## config.mk

```make
export PLATFORM = sky130hd
export DESIGN_NAME = icache
export DESIGN_NICKNAME = d
export VERILOG_FILES = /design/src/rtl/icache_pkg.sv /design/src/rtl/icache_array.sv /design/src/rtl/icache.sv
export SDC_FILE = /design/constraint.sdc
export NUM_CORES = 2
export LEC_CHECK = 0
export ABC_CLOCK_PERIOD_IN_PS = 3700
export BUFFER_PORTS_ARGS = -buffer_cell sky130_fd_sc_hd__buf_2
export CAP_MARGIN = 30
export CORE_MARGIN = 3
export CORE_UTILIZATION = 50
export DETAILED_ROUTE_END_ITERATION = 10
export HOLD_SLACK_MARGIN = 0.05
export PLACE_DENSITY = 0.68
export SETUP_SLACK_MARGIN = 0.05
export SLEW_MARGIN = 20
export SYNTH_ARGS = -nofsm -noshare
export SYNTH_HDL_FRONTEND = slang
export SYNTH_SLANG_ARGS = --single-unit
```

## constraint.sdc

```tcl
create_clock -name clk -period 3.7 [get_ports clk]
set_input_delay 0.37 -clock clk [delete_from_list [all_inputs] [get_ports clk]]
set_output_delay 0.37 -clock clk [all_outputs]
set_load 0.02 [all_outputs]
```

## src/rtl/icache_pkg.sv

```systemverilog
// Shared types and geometry helpers for the direct-mapped instruction cache.
package icache_pkg;

    typedef enum logic {
        IDLE,
        REFILL
    } icache_state_t;

    function automatic int off_w(input int words);
        return $clog2(words);
    endfunction

    function automatic int idx_w(input int lines);
        return $clog2(lines);
    endfunction

    function automatic int tag_w(input int lines, input int words);
        return 30 - off_w(words) - idx_w(lines);
    endfunction

endpackage

```

## src/rtl/icache_array.sv

```systemverilog
// Valid/tag/data storage: async read by index, one data-word write, one tag write.
module icache_array
    import icache_pkg::*;
#(
    parameter  int LINES = 16,
    parameter  int WORDS = 4,
    localparam int OB    = off_w(WORDS),
    localparam int IB    = idx_w(LINES),
    localparam int TB    = tag_w(LINES, WORDS)
) (
    input  logic          clk,
    input  logic          rst_n,
    input  logic          clr,
    input  logic [IB-1:0] rd_idx,
    input  logic [OB-1:0] rd_off,
    output logic          rd_valid,
    output logic [TB-1:0] rd_tag,
    output logic [31:0]   rd_data,
    input  logic [IB-1:0] wr_idx,
    input  logic [OB-1:0] wr_off,
    input  logic          data_we,
    input  logic [31:0]   wr_data,
    input  logic          tag_we,
    input  logic [TB-1:0] wr_tag
);

    logic [LINES-1:0] valid_q;
    logic [LINES-1:0] valid_d;
    logic [TB-1:0]    tag_q  [LINES];
    logic [31:0]      data_q [LINES][WORDS];

    // A clear wins over a same-cycle validate.
    always_comb begin
        valid_d = valid_q;
        if (clr) begin
            valid_d = '0;
        end else if (tag_we) begin
            valid_d[wr_idx] = 1'b1;
        end
    end

    always_ff @(posedge clk or negedge rst_n) begin
        if (!rst_n) begin
            valid_q <= '0;
        end else begin
            valid_q <= valid_d;
        end
    end

    always_ff @(posedge clk) begin
        if (tag_we) begin
            tag_q[wr_idx] <= wr_tag;
        end
        if (data_we) begin
            data_q[wr_idx][wr_off] <= wr_data;
        end
    end

    assign rd_valid = valid_q[rd_idx];
    assign rd_tag   = tag_q[rd_idx];
    assign rd_data  = data_q[rd_idx][rd_off];

endmodule

```

## src/rtl/icache.sv

```systemverilog
// Direct-mapped I-cache: zero-latency hit, stall and line refill on a miss.
module icache
    import icache_pkg::*;
#(
    parameter int LINES = 16,
    parameter int WORDS = 4
) (
    input  logic        clk,
    input  logic        reset,
    input  logic [31:0] pcF,
    input  logic        inv,
    output logic [31:0] instrF,
    output logic        icache_stall,
    output logic        mem_req,
    output logic [31:0] mem_addr,
    input  logic        mem_ack,
    input  logic [31:0] mem_rdata
);

    localparam int OB = off_w(WORDS);
    localparam int IB = idx_w(LINES);
    localparam int TB = tag_w(LINES, WORDS);
    localparam int LB = TB + IB;

    icache_state_t state_q, state_d;
    logic [OB-1:0] cnt_q, cnt_d;
    logic [LB-1:0] line_q, line_d;
    logic          mem_req_q, mem_req_d;
    logic [31:0]   mem_addr_q, mem_addr_d;

    logic [OB-1:0] off;
    logic [IB-1:0] idx;
    logic [TB-1:0] tag;
    logic [OB-1:0] cnt_inc;
    logic          rd_valid;
    logic [TB-1:0] rd_tag;
    logic [31:0]   rd_data;
    logic          hit;
    logic          data_we;
    logic          tag_we;
    logic          unused_pc;

    assign off       = pcF[2 +: OB];
    assign idx       = pcF[2+OB +: IB];
    assign tag       = pcF[31 -: TB];
    assign unused_pc = ^pcF[1:0];
    assign cnt_inc   = cnt_q + OB'(1);
    assign hit       = rd_valid & (rd_tag == tag) & ~inv;

    icache_array #(
        .LINES(LINES),
        .WORDS(WORDS)
    ) u_array (
        .clk     (clk),
        .rst_n   (reset),
        .clr     (inv),
        .rd_idx  (idx),
        .rd_off  (off),
        .rd_valid(rd_valid),
        .rd_tag  (rd_tag),
        .rd_data (rd_data),
        .wr_idx  (line_q[IB-1:0]),
        .wr_off  (cnt_q),
        .data_we (data_we),
        .wr_data (mem_rdata),
        .tag_we  (tag_we),
        .wr_tag  (line_q[LB-1:IB])
    );

    always_comb begin
        state_d      = state_q;
        cnt_d        = cnt_q;
        line_d       = line_q;
        mem_req_d    = mem_req_q;
        mem_addr_d   = mem_addr_q;
        data_we      = 1'b0;
        tag_we       = 1'b0;
        instrF       = 32'h0;
        icache_stall = 1'b1;
        unique case (state_q)
            IDLE: begin
                if (hit) begin
                    instrF       = rd_data;
                    icache_stall = 1'b0;
                end else if (!inv) begin
                    state_d    = REFILL;
                    line_d     = pcF[31:2+OB];
                    cnt_d      = '0;
                    mem_req_d  = 1'b1;
                    mem_addr_d = {pcF[31:2+OB], {OB{1'b0}}, 2'b00};
                end
            end
            REFILL: begin
                // An invalidate aborts the refill and drops any same-cycle ack.
                if (inv) begin
                    state_d   = IDLE;
                    cnt_d     = '0;
                    mem_req_d = 1'b0;
                end else if (mem_ack) begin
                    data_we    = 1'b1;
                    cnt_d      = cnt_inc;
                    mem_addr_d = {line_q, cnt_inc, 2'b00};
                    if (cnt_q == OB'(WORDS-1)) begin
                        tag_we    = 1'b1;
                        state_d   = IDLE;
                        mem_req_d = 1'b0;
                    end
                end
            end
            default: begin
                state_d = IDLE;
            end
        endcase
    end

    always_ff @(posedge clk or negedge reset) begin
        if (!reset) begin
            state_q    <= IDLE;
            cnt_q      <= '0;
            line_q     <= '0;
            mem_req_q  <= 1'b0;
            mem_addr_q <= '0;
        end else begin
            state_q    <= state_d;
            cnt_q      <= cnt_d;
            line_q     <= line_d;
            mem_req_q  <= mem_req_d;
            mem_addr_q <= mem_addr_d;
        end
    end

    assign mem_req  = mem_req_q;
    assign mem_addr = mem_addr_q;

endmodule

```

### After elaboration in Yosys (flattened, before gate mapping)

Memories as Yosys holds them, arrays and structs flattened.
Cells that the tools add are included.
W data, S select, Z words.

| word-level totals | value |
|---|---|
| memory bits (writable) | 2432 |
| word-level logic and storage cells | 86 |
| flip-flop bits (word level) | 80 |
| memories kept | 2 |

| cells by class | value |
|---|---|
| add/sub/neg operators | 1 |
| multiplexer cells | 48 |
| order comparisons | 6 |
| eq/ne operators | 8 |
| reductions and logical operators | 7 |
| bitwise gates (word level) | 8 |

Memories:

| name | words | bits a word | rd ports | clocked after Yosys merged registers in | write ports | line | text |
|---|---|---|---|---|---|---|---|
| u_array.data_q | 16 | 128 | 1 | 0 | 1 | icache_array.sv:30 | `logic [31:0] data_q [LINES][WORDS];` |
| u_array.tag_q | 16 | 24 | 1 | 0 | 1 | icache_array.sv:29 | `logic [TB-1:0] tag_q [LINES];` |

Operator list:

| kind | number |
|---|---|
| $mux W32 | 9 |
| $mux W128 | 1 |
| $bmux W32 S2 | 1 |
| $demux W32 S2 | 1 |
| $pmux W32 S2 | 1 |
| $mux W16 | 2 |
| $eq A24 B24 Y1 | 1 |
| $mux W1 | 24 |
| $or A16 B16 Y16 | 1 |
| $lt A4 B5 Y1 const B | 2 |
| $mux W2 | 4 |
| $ne A2 B2 Y1 const B | 4 |
| $reduce_and A4 Y1 | 2 |
| $ge A3 B3 Y1 const B | 2 |
| $not A2 Y3 | 2 |
| $reduce_and A3 Y1 | 2 |
| $bmux W1 S4 | 1 |
| $demux W1 S4 | 1 |
| $ge A4 B1 Y1 const B | 1 |
| $pmux W1 S2 | 2 |
| $pmux W2 S2 | 1 |
| $lt A3 B1 Y1 const B | 1 |
| $ne A3 B2 Y1 const B | 1 |
| $ne A3 B3 Y1 const B | 1 |
| 6 further kinds | 10 |

### Longest topological paths before layout

| logic depth | value |
|---|---|
| word-level depth | 7 |
| depth in mapped cells | 15 |
| depth with buffers taken out | 8 |

### By module

From an unflattened synthesis, not the netlist that was laid out.

| unflattened totals | value |
|---|---|
| cells, all modules | 4253 |
| area total of the unflattened synthesis | 97001.8 um2 |

By module, submodules not included:

| module | cells an instance | area each (um2) | instances | seq. area each (um2) |
|---|---|---|---|---|
| icache_array | 3989 | 93678.6 | 1 | 73430.4 |
| icache | 264 | 3323.2 | 1 | 1551.5 |

### Least setup slack after synthesis

No wires, ideal clock.

| timing path | value |
|---|---|
| kind | input -> output |
| from | in pcF[5] |
| to | out instrF[0] |
| arrival time | 3.608 ns |
| setup slack | -0.278 ns |
| path buffers | 6 |
| required time | 3.330 ns |
| cell stages on the path | 10 |
| path through | buf_2 > buf_1 > clkbuf_1 > clkbuf_1 > clkbuf_1 > clkbuf_1 > mux4_2 > mux4_2 > mux4_2 > nor2b_1 |

| on the way | value |
|---|---|
| word-level cells in the longest chain between the ends | 6 |
| elaborated cells on any way between the ends | 12 |
| classes of those cells | eq/ne (1); mux (7); bitwise (2); memory (2) |

RTL lines:

| item | line | text |
|---|---|---|
| start, declared | icache.sv:10 | `input logic [31:0] pcF,` |
| $mem_v2 Z16 W24, or another cell as far along | -- |  |
| $eq A24 B24 Y1, or another cell as far along | icache.sv:48 | `assign hit = rd_valid & (rd_tag == tag) & ~inv;` |
| $and A1 B1 Y1 or $mux W32 (tied branches) (2 in a row) | icache.sv:48, icache_array.sv:61 |  |
| $mux W32 * | icache.sv:82 | `if (hit) begin` |
| $mux W32 * | icache.sv:80 | `unique case (state_q)` |
| end, declared | icache.sv:12 | `output logic [31:0] instrF,` |

Every way passes the cells marked *; elsewhere a longest branch is shown, timed or not. The select of a mux whose other input is x is not followed.

### Worst setup path in the final report

| timing path | value |
|---|---|
| from | mem u_array.tag_q[11][8] (netlist bit) |
| to | out instrF[8] |

| on the way | value |
|---|---|
| word-level cells in the longest chain between the ends | 6 |

RTL lines:

| item | line |
|---|---|
| start, declared | icache_array.sv:29 |
| $mem_v2 Z16 W24 | -- |
| $eq A24 B24 Y1 | icache.sv:48 |
| $and A1 B1 Y1 (2 in a row) | icache.sv:48 |
| $mux W32 | icache.sv:82 |
| $mux W32 | icache.sv:80 |

No other way between the ends.

==> run_results.csv <==
group,metric,value,unit
status,status,"finished with violations",
status,violations,"negative setup slack",
route,routed_wl,238900,µm
global_routing,grt_remaining_overflow,0,
floorplan,die_x,445.6,µm
cells_and_area,syn2layout_area_growth,15.70,%
power,ir_drop,0.4187,mV
clock_network,tritoncts,"built",
sta,period_share,1.171,
critical_path,required,3.33,ns
critical_path,criticalPathCategory,"flop to output pin",
floorplan,core_area,0.1912,mm²
global_routing,grt_max_degree,65,
cells_and_area,nets,4540,
sta,rsz0062_at_grt,"yes",
clock_network,cts_made_buffers,230,
synthesis,synth.cell_area,0.09662,mm²
floorplan,dieArea,0.1986,mm²
synthesis,ys_types,60,
synthesis,ys_seq_area_frac,0.7760,
global_routing,grt_pass1_vias,46370,
clock_network,h-tree-depth,4,
route,drt_first_pass_iters,7,
route,via_count,45700,
clock_network,insertion_delay,0.84,ns
clock_network,cts_sinks,2510,
cells_and_area,final_cells,7200,
sta,worst-slew-pin-transition,0.8969,ns
cells_and_area,drive_above_1_share,0.3569,
route,drtAntennaViolNets,0,
place,routabilityCongestion,0.8086,
critical_path,arrival,3.96,ns
power,total_power,57.89,mW
clock_network,cts_buffer_depth,3,
power,switching_share,0.2121,
power,pwr-share-clk,0.396,
floorplan,ios,134,
synthesis,ys.flop_type,"edfxtp_1",
synthesis,ys_ff_latch,2510,
critical_path,cp_max_fo,20,
power,p_comb_frac,0.056,
sta,fmax,230.9,MHz
clock_network,clkSlewWorstSetupHoldPaths,0.06,ns
route,wl_per_cell,33.18,µm
critical_path,critPathLaunchType,"flop",
global_routing,grt.total_usage,0.2433,
sta,setup_viol,33,
power,seq_power_share,0.548,
route,routed_via_density,6.347,
power,internal-power,45.61,mW
global_routing,antenna_found_initial,15,
sta,finClkSkew,0.03899,ns
synthesis,netlist_instances,4002,
sta,relSlewSlack,0.4021,
run,maxCapViolations,0,
place,place.detailed.hpwl,134500,µm
sta,setup_ws,-0.6309,ns
clock_network,cts-root-buf,"clkbuf_16",
route,drtIter0Drc,5587,
synthesis,synth_edf_count,2432,
power,cellLeakagePower,35.19,nW
place,place_ws,-0.4164,ns
power,powerDensity,517.8,mW/mm²
global_routing,grt_pass1_wl,342300,µm
synthesis,ys_warn_count,0,
place,io_buffers,129,
sta,holdWs,0.05619,ns
synthesis,async_reset_ff_frac,0.03108,
sta,final_max_slew_viol_count,0,
place,dpl.cell_count,6691,
synthesis,syn_avg_cell_area,24.14,µm²
power,p_sw,12.28,mW
route,drc,0,
sta,layout_min_cycle_time,4.331,ns
critical_path,endpoint_kind,"output pin",
sta,finalHoldViolCount,0,
floorplan,start_util,0.5054,
floorplan,rows,160,
hold_path,min_path_type,"primary input to flop",
floorplan,die_h,445.6,µm
[critical path, cell delays in order (launching register included)]
cell and delay [ns]:
edfxtp_1 0.36, mux4_2 0.48, mux4_2 0.52, xnor2_2 0.17, nand4b_1 0.11, a21oi_1 0.14
nor4bb_1 0.22, buf_4 0.16, nand4_1 0.10, buf_6 0.18, buf_12 0.17, buf_12 0.17
nor2b_2 0.16, buf_6 0.14
[cell families (layout without fill, tap and decap cells)]
family | after synthesis | after routing | synth area share
simple gates | 265 | 265 | 0.01307
flops | 2510 | 2510 | 0.7760
mux | 895 | 895 | 0.1913
compound gates | 72 | 72 | 0.005685
fa+ha+maj | 4 | 4 | 0.0005180
buf+inv | 223 | 888 | 0.01046
other cells | 1 | 23 | 0.00003881
xor+xnor | 32 | 32 | 0.002901
[power groups by stage]
| stage | sequential, mW | clock (mW) | combinational (mW) |
|---|---|---|---|
| 4_1_cts | 31.7 | 23.3 | 3.23 |
| 3_5_place_dp | 32.3 | 0 | 3.18 |
| 3_3_place_gp | 32.3 | 0 | 3.13 |
| 2_1_floorplan | 32.3 | 0 | 1.74 |
| 5_1_grt | 31.7 | 24.4 | 3.44 |
| 6_report | 31.7 | 22.9 | 3.27 |
[through the flow]
| step | utilization | TNS (ns) | area [µm²] |
|---|---|---|---|
| floorplan | - | 0 | 96850 |
| global placement | 0.5408 | -14.68 | 103400 |
| detailed placement | 0.5412 | -16.00 | 103500 |
| CTS | 0.5820 | -22.04 | 111300 |
| global route | 0.5847 | -24.42 | 111800 |
| finish | 0.5848 | -18.29 | 111800 |
[path summary, 6_finish.rpt]
path	startpoint	endpoint	slack, ns	cells past startpoint
max	u_array.tag_q[11][8]	instrF[8]	-0.63	13
min	mem_rdata[0]	u_array.data_q[3][96]	0.06	1
max reg2reg	u_array.tag_q[7][17]	state_q	0.23	10
min reg2reg	mem_addr[12]	mem_addr[12]	0.51	1
max in group asynchronous	reset	line_q[15]	2.67	3
min in group asynchronous	reset	mem_addr[28]	0.16	2
[cells in the mapped netlist (9+ instances only)]
library cell	n	area, µm²
edfxtp_1	2432	73030
mux4_2	753	16960
clkbuf_1	126	473.0
nor2_1	126	473.0
dfrtp_1	78	1952
mux2_2	74	833.3
mux2i_1	59	590.6
buf_2	55	275.3
nor2b_1	42	262.8
nand2_1	38	142.6
xnor2_1	22	192.7
nand3_1	21	105.1
a22oi_1	16	120.1
buf_1	14	52.55
buf_4	12	90.09
xor2_1	10	87.58
mux2_1	9	101.4
[layout by cell type (no fill, tap or decap), types with 9 or more instances in the layout]
| master | instances |
|---|---|
| nand2_1 | 38 |
| diode_2 | 21 |
| nor2b_2 | 16 |
| buf_6 | 19 |
| mux4_2 | 753 |
| xor2_1 | 10 |
| nor2_4 | 80 |
| xnor2_1 | 19 |
| clkbuf_1 | 56 |
| nand3_1 | 17 |
| clkbuf_16 | 232 |
| buf_12 | 115 |
| edfxtp_1 | 2432 |
| bufinv_16 | 17 |
| a22oi_1 | 16 |
| dlygate4sd3_1 | 43 |
| mux2_2 | 74 |
| dfrtp_1 | 77 |
| buf_4 | 190 |
| clkinv_1 | 60 |
| mux2i_1 | 59 |
| nor2_1 | 46 |
| nor2b_1 | 18 |
| mux2_1 | 9 |
| buf_2 | 71 |
| clkinv_2 | 45 |
[metal layers]
metal	share of wire	GRT usage	vias to the layer above
met5	0	0	-
met4	0.030	0.07141	0
met3	0.090	0.04811	354
met2	0.49	0.3911	2365
met1	0.39	0.3432	24830
li1	-	-	18150
[layout make-up]
type                       instances  area [µm²]
clock inverter                   143        1230
timing repair buffer             448        4940
multi-input combinational       1270       21390
fill                           13200       79390
inverter                           8       30.03
tap                             2511        3142
sequential                      2510       74980
clock buffer                     289        6030
antenna                           21       52.55
[repair_timing]
| action | CTS | global route |
|---|---|---|
| hold buffers | 33 | 10 |
| cloned | 1 | 0 |
| gates resized for setup | 56 | 24 |
| pin swaps | 2 | 2 |
| hold endpoints to repair | 179 | 134 |
| setup buffers | 3 | 0 |
| endpoints found under the setup margin | 33 | 34 |
[sequential cells by signal (all words and copies together) (netlist names)]
register         cells
u_array.data_q    2048
u_array.tag_q      384
mem_addr            30
u_array.valid_q     16
line_q              28
cnt_q                2
state_q              1
mem_req              1
Note: power is estimated with default switching activity, not from simulation.
